===== src/rtl/jk_machine_sequencer.sv =====
// Round-robin sequencer that shares one 3-bit JK machine between two requesters,
// streams a pattern into x, and returns the F trace and final state.
module jk_machine_sequencer #(
  parameter int W  = 8,
  parameter int LW = $clog2(W) + 1
) (
  input  logic          CLK,
  input  logic          RESET,
  input  logic          req0,
  input  logic          req1,
  input  logic [W-1:0]  pat0,
  input  logic [W-1:0]  pat1,
  input  logic [LW-1:0] len0,
  input  logic [LW-1:0] len1,
  output logic          gnt0,
  output logic          gnt1,
  output logic          m_x,
  output logic          m_reset,
  input  logic          m_f,
  input  logic [2:0]    m_s,
  output logic          busy,
  output logic          done,
  output logic          done_id,
  output logic          err,
  output logic [W-1:0]  f_trace,
  output logic [2:0]    final_s
);

  localparam int IW = (W > 1) ? $clog2(W) : 1;

  typedef enum logic [2:0] {IDLE, CLR, RUN, CAP, DONE} state_t;

  state_t        state_q, state_d;
  logic          last_id_q, last_id_d;
  logic [W-1:0]  pat_q, pat_d;
  logic [LW-1:0] len_q, len_d;
  logic [IW-1:0] cnt_q, cnt_d;
  logic [W-1:0]  f_trace_q, f_trace_d;
  logic [2:0]    final_s_q, final_s_d;
  logic          done_id_q, done_id_d;
  logic          gnt0_q, gnt0_d, gnt1_q, gnt1_d;
  logic          done_q, done_d, err_q, err_d;
  logic          m_x_q, m_x_d, m_clr_q, m_clr_d;
  logic          busy_q, busy_d;
  logic          win_id;

  function automatic logic [LW-1:0] clamp_len(input logic [LW-1:0] l);
    return (l > LW'(W)) ? LW'(W) : l;
  endfunction

  always_comb begin
    state_d   = state_q;
    last_id_d = last_id_q;
    pat_d     = pat_q;
    len_d     = len_q;
    cnt_d     = cnt_q;
    f_trace_d = f_trace_q;
    final_s_d = final_s_q;
    done_id_d = done_id_q;
    gnt0_d    = 1'b0;
    gnt1_d    = 1'b0;
    done_d    = 1'b0;
    err_d     = 1'b0;
    m_x_d     = 1'b0;
    m_clr_d   = 1'b0;
    win_id    = (req0 && req1) ? ~last_id_q : req1;
    case (state_q)
      IDLE: begin
        if (req0 || req1) begin
          last_id_d = win_id;
          done_id_d = win_id;
          pat_d     = win_id ? pat1 : pat0;
          len_d     = clamp_len(win_id ? len1 : len0);
          cnt_d     = '0;
          f_trace_d = '0;
          final_s_d = '0;
          gnt0_d    = ~win_id;
          gnt1_d    = win_id;
          // A zero-length run is rejected straight to DONE without touching the machine.
          if (len_d == '0) begin
            state_d = DONE;
            done_d  = 1'b1;
            err_d   = 1'b1;
          end else begin
            state_d = CLR;
            m_clr_d = 1'b1;
          end
        end
      end
      CLR: begin
        state_d   = RUN;
        cnt_d     = '0;
        f_trace_d = '0;
        m_x_d     = pat_q[0];
      end
      RUN: begin
        f_trace_d[cnt_q] = m_f;
        if (LW'(cnt_q) == len_q - LW'(1)) begin
          state_d = CAP;
        end else begin
          cnt_d = cnt_q + IW'(1);
          m_x_d = pat_q[cnt_d];
        end
      end
      CAP: begin
        final_s_d = m_s;
        state_d   = DONE;
        done_d    = 1'b1;
      end
      DONE: state_d = IDLE;
      default: state_d = IDLE;
    endcase
    busy_d = (state_d != IDLE);
  end

  always_ff @(posedge CLK) begin
    if (RESET) begin
      state_q   <= IDLE;
      last_id_q <= 1'b1;
      f_trace_q <= '0;
      final_s_q <= '0;
      done_id_q <= 1'b0;
      gnt0_q    <= 1'b0;
      gnt1_q    <= 1'b0;
      done_q    <= 1'b0;
      err_q     <= 1'b0;
      m_x_q     <= 1'b0;
      m_clr_q   <= 1'b0;
      busy_q    <= 1'b0;
    end else begin
      state_q   <= state_d;
      last_id_q <= last_id_d;
      f_trace_q <= f_trace_d;
      final_s_q <= final_s_d;
      done_id_q <= done_id_d;
      gnt0_q    <= gnt0_d;
      gnt1_q    <= gnt1_d;
      done_q    <= done_d;
      err_q     <= err_d;
      m_x_q     <= m_x_d;
      m_clr_q   <= m_clr_d;
      busy_q    <= busy_d;
    end
    pat_q <= pat_d;
    len_q <= len_d;
    cnt_q <= cnt_d;
  end

  assign gnt0    = gnt0_q;
  assign gnt1    = gnt1_q;
  assign m_x     = m_x_q;
  assign m_reset = m_clr_q | RESET;
  assign busy    = busy_q;
  assign done    = done_q;
  assign done_id = done_id_q;
  assign err     = err_q;
  assign f_trace = f_trace_q;
  assign final_s = final_s_q;

endmodule


===== config.mk =====
export PLATFORM = sky130hd
export DESIGN_NAME = jk_machine_sequencer
export DESIGN_NICKNAME = d
export VERILOG_FILES = /design/src/rtl/jk_machine_sequencer.sv
export SDC_FILE = /design/constraint.sdc
export NUM_CORES = 1
export LEC_CHECK = 0
export ABC_AREA = 1
export CAP_MARGIN = 20
export CORE_UTILIZATION = 45
export CTS_CLUSTER_DIAMETER = 80
export CTS_CLUSTER_SIZE = 40
export DETAILED_ROUTE_END_ITERATION = 12
export GPL_ROUTABILITY_DRIVEN = 0
export HOLD_SLACK_MARGIN = 0.12
export PLACE_DENSITY_LB_ADDON = 0.2
export SKIP_LAST_GASP = 1
export SYNTH_ARGS = -nofsm -noshare
export SYNTH_HDL_FRONTEND = slang
export SYNTH_SLANG_ARGS = --single-unit

===== constraint.sdc =====
create_clock -name CLK -period 2.6 [get_ports CLK]
set_input_delay 0.52 -clock CLK [delete_from_list [all_inputs] [get_ports CLK]]
set_output_delay 0.52 -clock CLK [all_outputs]
set_load 0.005 [all_outputs]

* Word level (Yosys, flattened, before mapping)
Cells that the tools add are included.
** Word-level totals
- Register bits :: 38
- Input port bits :: 32
- Output and inout port bits :: 19
** Cells by class
- Add/sub/neg operators :: 2
- Order comparisons :: 4
- Equality and inequality tests :: 6
- Multiplexer cells :: 25
- Bitwise operators :: 5
- Reductions and logical operators :: 14
** Operators with widths (count)
- 8-bit case mux with 3 select lines :: 1
- 8-bit two-way mux :: 2
- 3-bit two-way mux :: 5
- 3-bit case mux with 4 select lines :: 1
- 3-bit case mux with 3 select lines :: 1
- 8-bit bitwise mux :: 1
- 3-bit by 4-bit < comparator with 1-bit output, second input constant :: 2
- 4-bit two-way mux :: 2
- 1-bit two-way mux :: 7
- 3-bit by 2-bit equality test with 1-bit output, second input constant :: 2
- 3-bit case mux with 2 select lines :: 1
- 2-bit AND reduction :: 3
- 3-bit nonzero test :: 2
- 3-bit by 4-bit equality test with 1-bit output :: 1
- 4-bit greater-than comparator, second input constant :: 1
- 4-bit zero test :: 1
- 2-bit != test, second input constant :: 2
- 1-bit inverter :: 4
- 1-bit case mux with 2 select lines :: 2
- 4-bit by 1-bit subtractor with 4-bit output, second input constant :: 1
- 3-bit by 1-bit adder with 3-bit output, second input constant :: 1
- 1-bit binary-select mux with 3-bit select :: 1
- 1-bit demux with 3-bit select :: 1
- 3-bit by 1-bit equality test with 1-bit output, second input constant :: 1
- other kinds (9) :: 10

* Logic depth before layout (Yosys ltp)
Gate-level depths: netlist (run 1).
- Word-level depth :: 10
- Mapped depth :: 10

* Worst setup path before layout (run 1)
OpenSTA, ideal clock, no wires.
- Kind :: register to register
- Start :: register len_q[0]
- End :: register cnt_q[0], enable pin
- Arrival :: 1.257 ns
- Required time :: 2.354 ns
- Slack :: 1.097 ns
- Stages on the path, launching flop included :: 9
- Path buffers :: 0
- Period minus slack after synthesis :: 1.503 ns
- Cell sequence :: edfxtp_1 inv_1 ha_1 xor2_1 nand2_1 nor2_2 nand3b_4 nand3_1 inv_1
** On the way
- Longest elaborated chain between the ends :: 4
** RTL lines
- start, declared :: RTL line 36 : logic [LW-1:0] len_q, len_d;
- start signal, assigned :: RTL line 145 : len_q <= len_d;
- 4-bit by 1-bit subtractor with 4-bit output :: RTL line 98 : if (LW'(cnt_q) == len_q - LW'(1)) begin
- 3-bit by 4-bit equality test with 1-bit output :: RTL line 98
- 2-bit != test (no line)
- 3-bit AND reduction (no line)
- end signal, assigned :: RTL line 146 : cnt_q <= cnt_d;
- end, declared :: RTL line 37 : logic [IW-1:0] cnt_q, cnt_d;
No other way between the ends.
A chain may end at the register's enable or synchronous reset.

* Worst setup path in the final report (run 1)
- Start :: input port RESET
- End :: output port m_reset
** On the way
- Longest elaborated chain between the ends :: 1
** RTL lines
- start, declared :: RTL line 8 : input logic RESET,
- 1-bit OR :: RTL line 152 : assign m_reset = m_clr_q | RESET;
- end, declared :: RTL line 18 : output logic m_reset,
No other way between the ends.

==> results.toml, run 1 <==
[floorplan]
die_h_microns = 66.52
die_w_microns = 66.52
core-area_sq_um = 4000
io_pins = 51
die-area_sq_um = 4424
rows = 23
initial_utilization_pct = 46.83

[synthesis]
synthesis.area_sq_um = 1873
syn_avg_cell_area_sq_um = 7.903
ys_warn_count = 0
yosysSeqAreaShare_pct = 48.63
async_flop_share_pct = 0
synth-edff-count = 15
syn_nets = 271
ys_seq_elements = 38
synth.distinct_cells = 30
ys.flop_type = "dfxtp_1"
syn_inst = 237

[layout]
layout-drive-gt1-share_pct = 11.00
regArea_sq_um = 910.9
nets = 324
n_antenna_cell = 0
finish.utilization_pct = 62.56
fillers = 374
multi_input_area_sq_um = 812.0
design_area_sq_um = 2502
area_growth_pct = 33.60

[critical_path]
arrival_ps = 1720
crit_fanout = 2
end_kind = "output port"
required_ps = 2080
reg2regPathDepth = 9
crit_type = "in2out"
worstSetupStartpointType = "input pin"
r2r-end = "cnt_q[0]"
r2r_setup_slack_ps = 900
reg2reg_from = "len_q[0]"

[timing]
setup_ws_ps = 359.1
rsz0062_at_grt = "no"
tightest_slew_ps = 407.4
slew-limit-headroom_pct = 72.84
fin_setup_tns_ps = 0
finalSetupViolations = 0
clock.fmax_mhz = 446.3
drv_slew = 0
worst_clock_skew_ps = 10.20
layout_min_cycle_time_ps = 2241
hold_viol = 0
finalCritPeriodShare_pct = 86.19

[placed_design]
placed_area_sq_um = 2409
hpwl_microns = 2808
portBuffers = 50
place_ws_ps = 363.0

[route]
routedWlPerCell_microns = 10.69
via_per_inst = 4.771
vias = 1627
drtPass1Iterations = 4
routed_wl_microns = 3644
drc = 0
dr.first_iter.drc_count = 49
antenna_left = 0

[global_routing]
grt_max_degree = 16
grt_usage_pct = 19.11
grt_pass1_wl_microns = 6265
grt_antenna_before_repair = 0
grt.overflow.total = 0
grt_pass1_vias = 1475

[outcome]
outcome = "finished clean"

[hold_path]
min_from = "done_id"
hold_class = "reg2reg"
min_to = "done_id"
hold-path-cell-count = 2

[clocking]
numCtsBuffers = 5
tritoncts = "yes"
clock_path_buffers = 2
clock-sinks = 38
cts.htree.levels = 2
postCtsHoldBufs = 0
cts_resized = 0
clkTransAtPathRegs_ps = 80
clkLatencyLatePin_ps = 290
cts-root-buf = "clkbuf_8"
post_cts_buffers = 0

[power_and_ir_drop]
leakage_nw = 1.083
vdd_drop_max_mv = 0.3870
power_density_nw_per_um2 = 632.3

[flow_run]
maxCapViolations = 0
cells by family after synthesis:
logic type                 Yosys count  synth area share, %
buffers and inverters               35                8.015
AOI/OAI and AO/OA                   31                8.884
and+or+nand+nor                    129                32.20
DFF                                 38                48.63
xor gates and xnor gates             2               0.9354
adders and majority gates            2                1.336
layout by cell type (no fill, tap or decap):
cell type / count
inv_1: 26
edfxtp_1: 15
nor2_4: 1
nand3b_4: 1
buf_4: 1
nand3_4: 1
or2_2: 1
nand3b_1: 1
nor2_2: 8
nand4_2: 1
xor2_1: 2
nand2_1: 70
dfxtp_1: 23
o21ai_0: 3
nand2_2: 2
a21oi_1: 14
o21ai_2: 1
ha_1: 2
a21oi_2: 2
o21ai_1: 11
clkdlybuf4s50_1: 50
nand4_1: 1
nor2_1: 15
nor3_2: 1
clkinv_2: 1
nor3_1: 9
inv_2: 3
clkbuf_8: 6
inv_4: 2
nand3_1: 17
synth_stat cells, types with 2 or more instances:
library cell / number / area share, %
ha_1: 2 / 1.3
inv_2: 3 / 0.60
nor3_1: 9 / 2.4
nor2_1: 15 / 3.0
xor2_1: 2 / 0.94
nand2_1: 70 / 14
a21oi_1: 14 / 3.7
o21ai_0: 3 / 0.80
nor2_2: 8 / 2.7
nand3_1: 17 / 4.5
inv_1: 26 / 5.2
o21ai_1: 11 / 2.9
edfxtp_1: 15 / 24
dfxtp_1: 23 / 25
buf_4: 2 / 0.80
nand2_2: 2 / 0.67
a21oi_2: 2 / 0.94
worst max path at each step:
| stage | cells after the start | slack, ps | from | to |
|---|---|---|---|---|
| after floorplan | 8 | 1100 | len_q[0] | cnt_q[0] |
| after global placement | 3 | 350 | RESET | m_reset |
| after detailed placement | 3 | 360 | RESET | m_reset |
| after CTS | 3 | 350 | RESET | m_reset |
| after global routing | 3 | 330 | RESET | m_reset |
| final | 3 | 360 | RESET | m_reset |
flip-flops by register name (all words and copies together), names as in the netlist:
name / cells
done: 1
busy: 1
m_clr_q: 1
pat_q: 8
gnt1: 1
last_id_q: 1
gnt0: 1
final_s: 3
err: 1
done_id: 1
cnt_q: 3
m_x: 1
f_trace: 8
state_q: 3
len_q: 4
metal layers:
metal / track usage, % / vias to the layer above / part of all wire (%)
met1: 22.12 / 706 / 45
met4: 9.574 / 0 / 2.2
li1: - / 869 / -
met5: 0 / - / 0
met2: 32.91 / 44 / 48
met3: 4.281 / 8 / 4.1
metrics by stage:
step	total power, mW	std cells	hold WS, ps
2_1_floorplan	1.047	237	441.9
3_3_place_gp	1.167	333	461.1
3_5_place_dp	1.177	333	468.0
4_1_cts	1.594	341	478.9
5_1_grt	1.674	341	503.2
6_report	1.582	341	473.8
worst max-delay path, cell delays in order:
cell and delay [ps]:
clkdlybuf4s50_1 430, or2_2 320, clkdlybuf4s50_1 450
final cells by class:
class / instances / share of cell area (%)
inverter: 30 / 4.600
clock inverter: 2 / 0.4500
clock buffer: 6 / 3.300
sequential: 38 / 36.40
timing repair buffer: 51 / 20.30
multi-input combinational: 164 / 32.45
tap: 50 / 2.500
power by group:
part	total, mW	internal (mW)	switching [mW]	leakage (nW)
registers	0.757	0.701	0.0559	0.340
logic	0.405	0.168	0.237	0.691
clock network	0.420	0.214	0.206	0.0515
total	1.58	1.08	0.499	1.08
Power figures use the tool's default switching activity.
==> run 2, diff against run 1 <==
--- a/config.mk
+++ b/config.mk
@@ -11,6 +11,7 @@
 export CTS_CLUSTER_DIAMETER = 80
 export CTS_CLUSTER_SIZE = 40
 export DETAILED_ROUTE_END_ITERATION = 12
+export DONT_BUFFER_PORTS = 1
 export GPL_ROUTABILITY_DRIVEN = 0
 export HOLD_SLACK_MARGIN = 0.12
 export PLACE_DENSITY_LB_ADDON = 0.2
==> run 2 against run 1 <==
Against the previous run: global-route usage down 2.3 points; total power decreased by 5.1%; non-clock buffer count fell by 51; via count down 11%; sequential share of layout area up 9.3 points; worst setup slack better by 610 ps; critical path type is now reg2reg; largest cell class unchanged.
==> results.toml, run 2 (synthesis gave the netlist of run 1 again) <==
[timing]
finalCritPeriodShare_pct = 62.63
worst_clock_skew_ps = 5.098
clock.fmax_mhz = 614.1
slew-limit-headroom_pct = 72.65
hold_viol = 0
rsz0062_at_grt = "no"
setup_ws_ps = 971.6
finalSetupViolations = 0
drv_slew = 0
tightest_slew_ps = 410.3
fin_setup_tns_ps = 0
layout_min_cycle_time_ps = 1628

[global_routing]
grt.overflow.total = 0
grt_antenna_before_repair = 0
grt_pass1_wl_microns = 5451
grt_pass1_vias = 1255
grt_max_degree = 16
grt_usage_pct = 16.78

[critical_path]
crit_type = "reg2reg"
arrival_ps = 1680
crit_fanout = 3
critPathMaxStageDelay_ps = 410
reg2regPathDepth = 8
cpMaxStageDelayCell = "edfxtp_1"
cp_common_cell = "inv_1"
r2r-end = "cnt_q[0]"
end_kind = "flop"
reg2reg_from = "len_q[0]"
path_cells = "inv_1 -> ha_1 -> xor2_1 -> nand2_1 -> nor2_2 -> nand3b_4 -> nand3_1 -> inv_1"
crit_start = "len_q[0]"
required_ps = 2650
worstSetupStartpointType = "flop"
cp-endpoint = "cnt_q[0]"
r2r_setup_slack_ps = 970

[clocking]
clock-sinks = 38
numCtsBuffers = 5
clock_path_buffers = 2
clkTransAtPathRegs_ps = 70
postCtsHoldBufs = 0
post_cts_buffers = 0
cts_resized = 0
cts.htree.levels = 2
clkLatencyLatePin_ps = 290
tritoncts = "yes"
cts-root-buf = "clkbuf_8"

[placed_design]
portBuffers = 0
hpwl_microns = 2549
place_ws_ps = 981.3
placed_area_sq_um = 1901

[route]
via_per_inst = 4.972
antenna_left = 0
dr.first_iter.drc_count = 37
vias = 1442
routedWlPerCell_microns = 11.76
routed_wl_microns = 3411
drtPass1Iterations = 4
drc = 0

[floorplan]
io_pins = 51
rows = 23
initial_utilization_pct = 46.83
die_w_microns = 66.52
die-area_sq_um = 4424
die_h_microns = 66.52
core-area_sq_um = 4000

[power_and_ir_drop]
power_density_nw_per_um2 = 752.6
vdd_drop_max_mv = 0.3914
leakage_nw = 0.8909

[layout]
area_growth_pct = 6.479
final_cell_mix = "70 x nand2_1, 26 x inv_1, 23 x dfxtp_1, 17 x nand3_1"
layout-drive-gt1-share_pct = 12.92
n_antenna_cell = 0
design_area_sq_um = 1994
layout_commonest_cell = "nand2_1"
nets = 273

[hold_path]
hold-path-cell-count = 1
hold_class = "in2reg"

[flow_run]
maxCapViolations = 0

[outcome]
outcome = "finished clean"
## run 2: cell types whose count changed in the layout (fill, tap and decap cells not counted), sizes merged
cell / change
buf: -1
clkdlybuf4s50: -50
## run 2: power by group
group / internal [mW] / total, mW / switching (mW) / leakage (nW)
clock network: 0.214 / 0.417 / 0.204 / 0.0515
logic: 0.107 / 0.322 / 0.215 / 0.499
registers: 0.702 / 0.761 / 0.0596 / 0.340
## run 2: worst max-delay path, delay by kind of cell (launching register included)
family                     cells  cell delay, ps
xor gates and xnor gates       1             140
adders and majority gates      1             240
buffers and inverters          2             180
DFF                            1             410
and+or+nand+nor                4             430
## run 2: how the worst min path moves through the flow
stage | endpoint | from | slack [ps]
2_1_floorplan | last_id_q | last_id_q | 440
3_3_place_gp | last_id_q | last_id_q | 470
3_5_place_dp | last_id_q | last_id_q | 470
4_1_cts | state_q[0] | RESET | 270
5_1_grt | state_q[0] | RESET | 260
6_report | state_q[0] | RESET | 290
## run 2: metal layers
layer  part of all wire [%]  wire length, microns  global-route usage [%]  vias to the layer above
met3                    5.2                   177                   5.651                        4
met1                     46                  1553                   19.74                      635
met4                    1.5                    51                   7.181                        0
met5                      0                     0                       0                        -
li1                       -                     -                       -                      764
met2                     48                  1629                   27.68                       39
## run 2: final cells by class
class,instances,area [sq um]
Inverter,30,115.1
Multi-Input combinational cell,164,812.0
Clock inverter,2,11.26
Tap cell,50,62.56
Sequential cell,38,910.9
Fill cell,406,2006
Clock buffer,6,82.58
## run 2: stage by stage
stage          total power [mW]  utilization [%]  hold WS (ps)  std cells
2_1_floorplan             1.047                -         441.9        237
3_3_place_gp              1.098            47.51         465.6        282
3_5_place_dp              1.102            47.51         470.6        282
4_1_cts                   1.526            49.86         273.0        290
5_1_grt                   1.596            49.86         264.7        290
6_report                  1.501            49.86         289.9        290
==> variant 1, RTL diff (flow settings as in run 1) <==
Set the parameter `W` to 16 (it was 8).
--- a/src/rtl/jk_machine_sequencer.sv
+++ b/src/rtl/jk_machine_sequencer.sv
@@ -2,5 +2,5 @@
 // streams a pattern into x, and returns the F trace and final state.
 module jk_machine_sequencer #(
-  parameter int W  = 8,
+  parameter int W  = 16,
   parameter int LW = $clog2(W) + 1
 ) (
Interface: changed (5 resized); port bits go from 51 to 77. The function was not compared with the original's and may differ.
==> variant 1 against run 1 <==
  * Design area is 47% higher
  * Setup slack better by 0.055 ns
  * Sequential cell count rose by 18
  * Area after synthesis rose by 49%
  * Total power rose by 36%
  * Fmax up 2.5%
  * Wire length grew 59%
  * First-iteration DRC count grew 110%
  * Via count is 53% higher
==> variant 1: results (changes against run 1) <==
- Crit path DAT: 1.67 ns (-0.05 ns)
- H-Tree Depth: 2 (unchanged)
- ANT cells: 0 (unchanged)
- FF-to-FF End: m_x
- First-pass GRT wire length: 9540 µm (+52%)
- Final Hold Violating Endpoints: 0 (unchanged)
- FF-to-FF Start: cnt_q[0]
- Int Pwr: 1.46 mW (+35%)
- Setup crit end: m_reset
- Syn. warnings: 0 (unchanged)
- Power in the clock group: 0.458 mW (+9.0%)
- Final TNS setup: 0 ns (unchanged)
- Drt via density: 4.89 (+2.5%)
- Avg Cell Area, Syn: 7.81 µm² (-1.1%)
- Hold crit path type: reg2reg
- Flop2flop setup slack: 0.77 ns (-0.13 ns)
- Sequential area share after synthesis: 0.490 (+0.00386)
- Hold path startpoint: done_id
- Routed WL per cell: 11.4 µm (+6.9%)
- R2R cell count: 8 (-1)
- Buffers added on ports: 76 (+52%)
- Netlist cell types: 32 (+6.7%)
- DP Cell Count: 500 (+50%)
- Setup Fix Bufs, Post-CTS: 0 (unchanged)
- Post-cts sizing count: 0 (unchanged)
- DRT Pass-1 Iters: 4 (unchanged)
- Comb power: 0.607 mW (+50%)
- Vias in the first global route: 2253 (+53%)
- Reg clk slew, reported paths: about 0.09 ns
- Mapped Nets: 413 (+52%)
- Setup Skew: 0.0110 ns (+0.000834 ns)
- FFs w/ async S/R, synth: 0 (unchanged)
- Post-synth top cells: 109 x nand2_1, 45 x nor2_1, 31 x dfxtp_1, 29 x inv_1, 27 x nand3_1
- Initial antenna violation count: 0 (unchanged)
- Clk_lat worst skew: 0.31 ns (+0.02 ns)
- Peak supply drop: 0.000290 V (-25%)
- Largest cells by area after synthesis: edfxtp_1 27%, dfxtp_1 22%, nand2_1 15%, nor2_1 6.0%, nand3_1 4.8%
- Final HPWL DP: 4410 µm (+57%)
- GR Util All Layers: 0.186 (-0.00522)
- Layout cells sized above 1: 0.0600 (-0.0499)
- Status: finished, final reports clean
- Largest net degree at the start of global routing: 25 (+9)
- CTS buffer count: 5 (unchanged)
- Via count: 2484 (+53%)
- Psw: 0.689 mW (+38%)
- Leakage dissipation: 1.55 nW (+43%)
- Crit path from: RESET
- Worst-Margin Slew: 0.494 ns (+0.0864 ns)
- Post-synth EDFFs: 25 (+10)
- Iter 0 DRT Violations: 104 (+110%)
- Net count, final: 487 (+50%)
==> variant 1: final cells by class <==
| cell class | instances | area (µm²) |
|---|---|---|
| clock inverters | 1 | 5.00 |
| flip-flops and latches | 56 | 1370 |
| fillers | 544 | 2280 |
| well taps | 75 | 93.8 |
| repair buffers | 78 | 776 |
| multi-input cells | 259 | 1230 |
| clock buffers | 7 | 76.3 |
| inverters | 32 | 123 |
==> variant 1: per-layer routing <==
metal	wire length [µm]	vias to the layer above	GRT usage
li1	-	1301	-
met1	2710	1111	0.230
met2	2800	63	0.324
met3	206	9	0.0360
met4	86	0	0.0589
met5	0	-	0
==> variant 1: worst min-delay path by stage <==
stage                        endpoint  slack, ns  depth (start not counted)
after floorplan             last_id_q       0.45                          2
after global placement    f_trace[10]       0.46                          2
after detailed placement      done_id       0.46                          2
after CTS                     done_id       0.48                          2
after global routing       f_trace[3]       0.50                          2
final                         done_id       0.48                          2
==> variant 1: worst max-delay path: stages <==
cell	delay (ns)
clkdlybuf4s50_1	0.41
or2_2	0.29
clkdlybuf4s50_1	0.44
==> variant 1: logic make-up after synthesis <==
group / share of synthesized area
AOI/OAI and AO/OA: 0.0975
buffers and inverters: 0.0689
DFF: 0.490
adders and majority gates: 0.0224
xor gates and xnor gates: 0.0125
and+or+nand+nor: 0.309
==> variant 1: through the flow <==
| stage | hold slack (ns) | area, µm² | setup WS (ns) |
|---|---|---|---|
| floorplan | 0.449 | 2800 | 1.01 |
| global placement | 0.457 | 3600 | 0.293 |
| detailed placement | 0.460 | 3600 | 0.206 |
| CTS | 0.477 | 3680 | 0.411 |
| global route | 0.499 | 3680 | 0.350 |
| finish | 0.477 | 3680 | 0.414 |
==> variant 2, RTL diff (flow settings as in run 1) <==
Without the edit above. Re-encode `state_t` (5 states) as one-hot, 5 bits wide.
--- a/src/rtl/jk_machine_sequencer.sv
+++ b/src/rtl/jk_machine_sequencer.sv
@@ -29,5 +29,5 @@
   localparam int IW = (W > 1) ? $clog2(W) : 1;
 
-  typedef enum logic [2:0] {IDLE, CLR, RUN, CAP, DONE} state_t;
+  typedef enum logic [4:0] {IDLE = 5'b00001, CLR = 5'b00010, RUN = 5'b00100, CAP = 5'b01000, DONE = 5'b10000} state_t;
 
   state_t        state_q, state_d;
Behaviour: same outputs for any inputs over 10 cycles, from zero or initial values and one cycle with RESET high; not proved beyond that.
==> variant 2 against run 1 <==
  * Wire length increased by 7.8%
  * Setup slack improved by 0.051 ns
  * Clock power increased by 22%
  * Register-to-register slack got worse by 0.16 ns
  * Worst hold slack got worse by 0.0063 ns
  * Total power increased by 11%
  * Design area increased by 7.6%
  * Clock skew decreased by 0.0017 ns
  * Combinational power increased by 9.6%
  * Synthesized cell count increased by 8.0%
  * Critical path type unchanged
  * Critical path depth unchanged
  * Sequential power increased by 4.8%
  * Largest cell class unchanged
  * Area after synthesis increased by 8.9%
  * Sequential cell count increased by 2
==> variant 2: results (changes against run 1) <==
- ANT cells: 0 (unchanged)
- Post-synth top cells: 75 x nand2_1, 27 x nand3_1, 26 x inv_1, 25 x dfxtp_1, 20 x nor2_1
- Global route total overflow: 0 (unchanged)
- Clock tree buffer depth: 2 (unchanged)
- Setup Fix Bufs, Post-CTS: 0 (unchanged)
- Largest net degree at the start of global routing: 22 (+6)
- Syn. warnings: 0 (unchanged)
- Int Pwr: 1.20 mW (+11%)
- Vias in the first global route: 1643 (+11%)
- Reg clk slew, reported paths: 0.08 ns (about the same)
- Clk_lat worst skew: 0.29 ns (about the same)
- Final Non-Filler Cells: 361 (+5.9%)
- CTS buffer count: 5 (unchanged)
- Leakage dissipation: 1.11 nW (+2.9%)
- FFs w/ async S/R, synth: 0 (unchanged)
- Final hold slack: 0.467 ns (-0.00633 ns)
- R2R cell count: 7 (-2)
- Worst-Margin Slew: 0.460 ns (+0.0524 ns)
- Placed Area: 2580 µm² (+7.0%)
- Hold crit path type: reg2reg
- Largest cells by area after synthesis: dfxtp_1 25%, edfxtp_1 22%, nand2_1 14%, nand3_1 6.6%, inv_1 4.8%
- Drt via density: 4.76 (-0.31%)
- Min-Delay Path Depth: 2 (unchanged)
- Slowest cell on the critical path: clkdlybuf4s50_1
- Post-synthesis cell count: 256 (+8.0%)
- Status: finished, final reports clean
- Post-synth EDFFs: 15 (unchanged)
- Final HPWL DP: 2880 µm (+2.6%)
- Sequential area share after synthesis: 0.466 (-0.0200)
- Buffers added on ports: 50 (unchanged)
- Post-synthesis xor/xnor area fraction: 0.0172 (+0.00783)
- Flop2flop setup slack: 0.74 ns (-0.16 ns)
- DP Cell Count: 353 (+6.0%)
- Iter 0 DRT Violations: 125 (+160%)
- Post-cts sizing count: 0 (unchanged)
- Crit path DAT: 1.67 ns (-0.05 ns)
- First-pass GRT wire length: 6940 µm (+11%)
- Layout cells sized above 1: 0.139 (+0.0292)
- Critical Path Max Stage Delay: 0.45 ns (about the same)
- GR Util All Layers: 0.178 (-0.0134)
- Fillers: 382 (+2.1%)
- DRT Pass-1 Iters: 4 (unchanged)
- Mapped Nets: 290 (+7.0%)
- Net count, final: 342 (+5.6%)
- Most common cell in the netlist: nand2_1
- Complex-gate fraction of the synthesized area: 0.0779 (-0.0109)
- Synth Area in Adders: 0.0123 (-0.00109)
- Peak supply drop: 0.000330 V (-15%)
- Final wirelength: 3930 µm (+7.8%)
- Setup Skew: 0.00845 ns (-0.00174 ns)
- Comb power: 0.444 mW (+9.6%)
- Sequential Power: 0.793 mW (+4.8%)
-- variant 2: changes by cell type after synthesis, sizes merged, moves of 6 or more --
cell,before,now
nand3,18,30
o21ai,15,3
nor3,10,0
nand4,2,11
nand2,72,78
nor2,24,30
-- variant 2: cell families (layout without fill, tap and decap cells) --
logic type | count (synthesis) | after routing
adder cells (fa/ha/maj) | 2 | 2
XOR/XNOR | 4 | 4
AO/OA/AOI/OAI | 23 | 23
AND/OR/NAND/NOR | 150 | 150
flip-flops | 40 | 40
buffers and inverters | 37 | 90
-- variant 2: through the flow --
| stage | worst slack (ns) | power (mW) |
|---|---|---|
| final | 0.410 | 1.75 |
| after global routing | 0.351 | 1.86 |
| after CTS | 0.406 | 1.77 |
| after detailed placement | 0.411 | 1.25 |
| after global placement | 0.419 | 1.24 |
| after floorplan | 1.14 | 1.11 |
-- variant 2: critical path, delay by kind of cell --
family                 cells  cell delay, ns
buffers and inverters      2            0.86
AND/OR/NAND/NOR            1            0.29
-- variant 2: area by class of cell --
type | count | area, µm² | share of cell area
multi-input combinational | 179 | 932 | 0.346
sequential | 40 | 951 | 0.353
clock inverter | 3 | 47.5 | 0.0176
clock buffer | 5 | 68.8 | 0.0255
tap | 52 | 65.1 | 0.0242
timing repair buffer | 52 | 515 | 0.191
inverter | 30 | 114 | 0.0423
-- variant 2: layer usage --
layer	vias to the layer above	share of wire	track usage
met1	742	0.47	0.223
met3	4	0.042	0.0480
met5	-	0	0
met2	39	0.48	0.298
li1	932	-	-
met4	0	0.0087	0.0544
-- variant 2: worst paths after layout --
kind | startpoint | to
worst max-delay path | RESET | m_reset
worst min-delay path | final_s[0] | final_s[0]
worst max register to register | cnt_q[2] | cnt_q[1]
worst min register to register | final_s[0] | final_s[0]
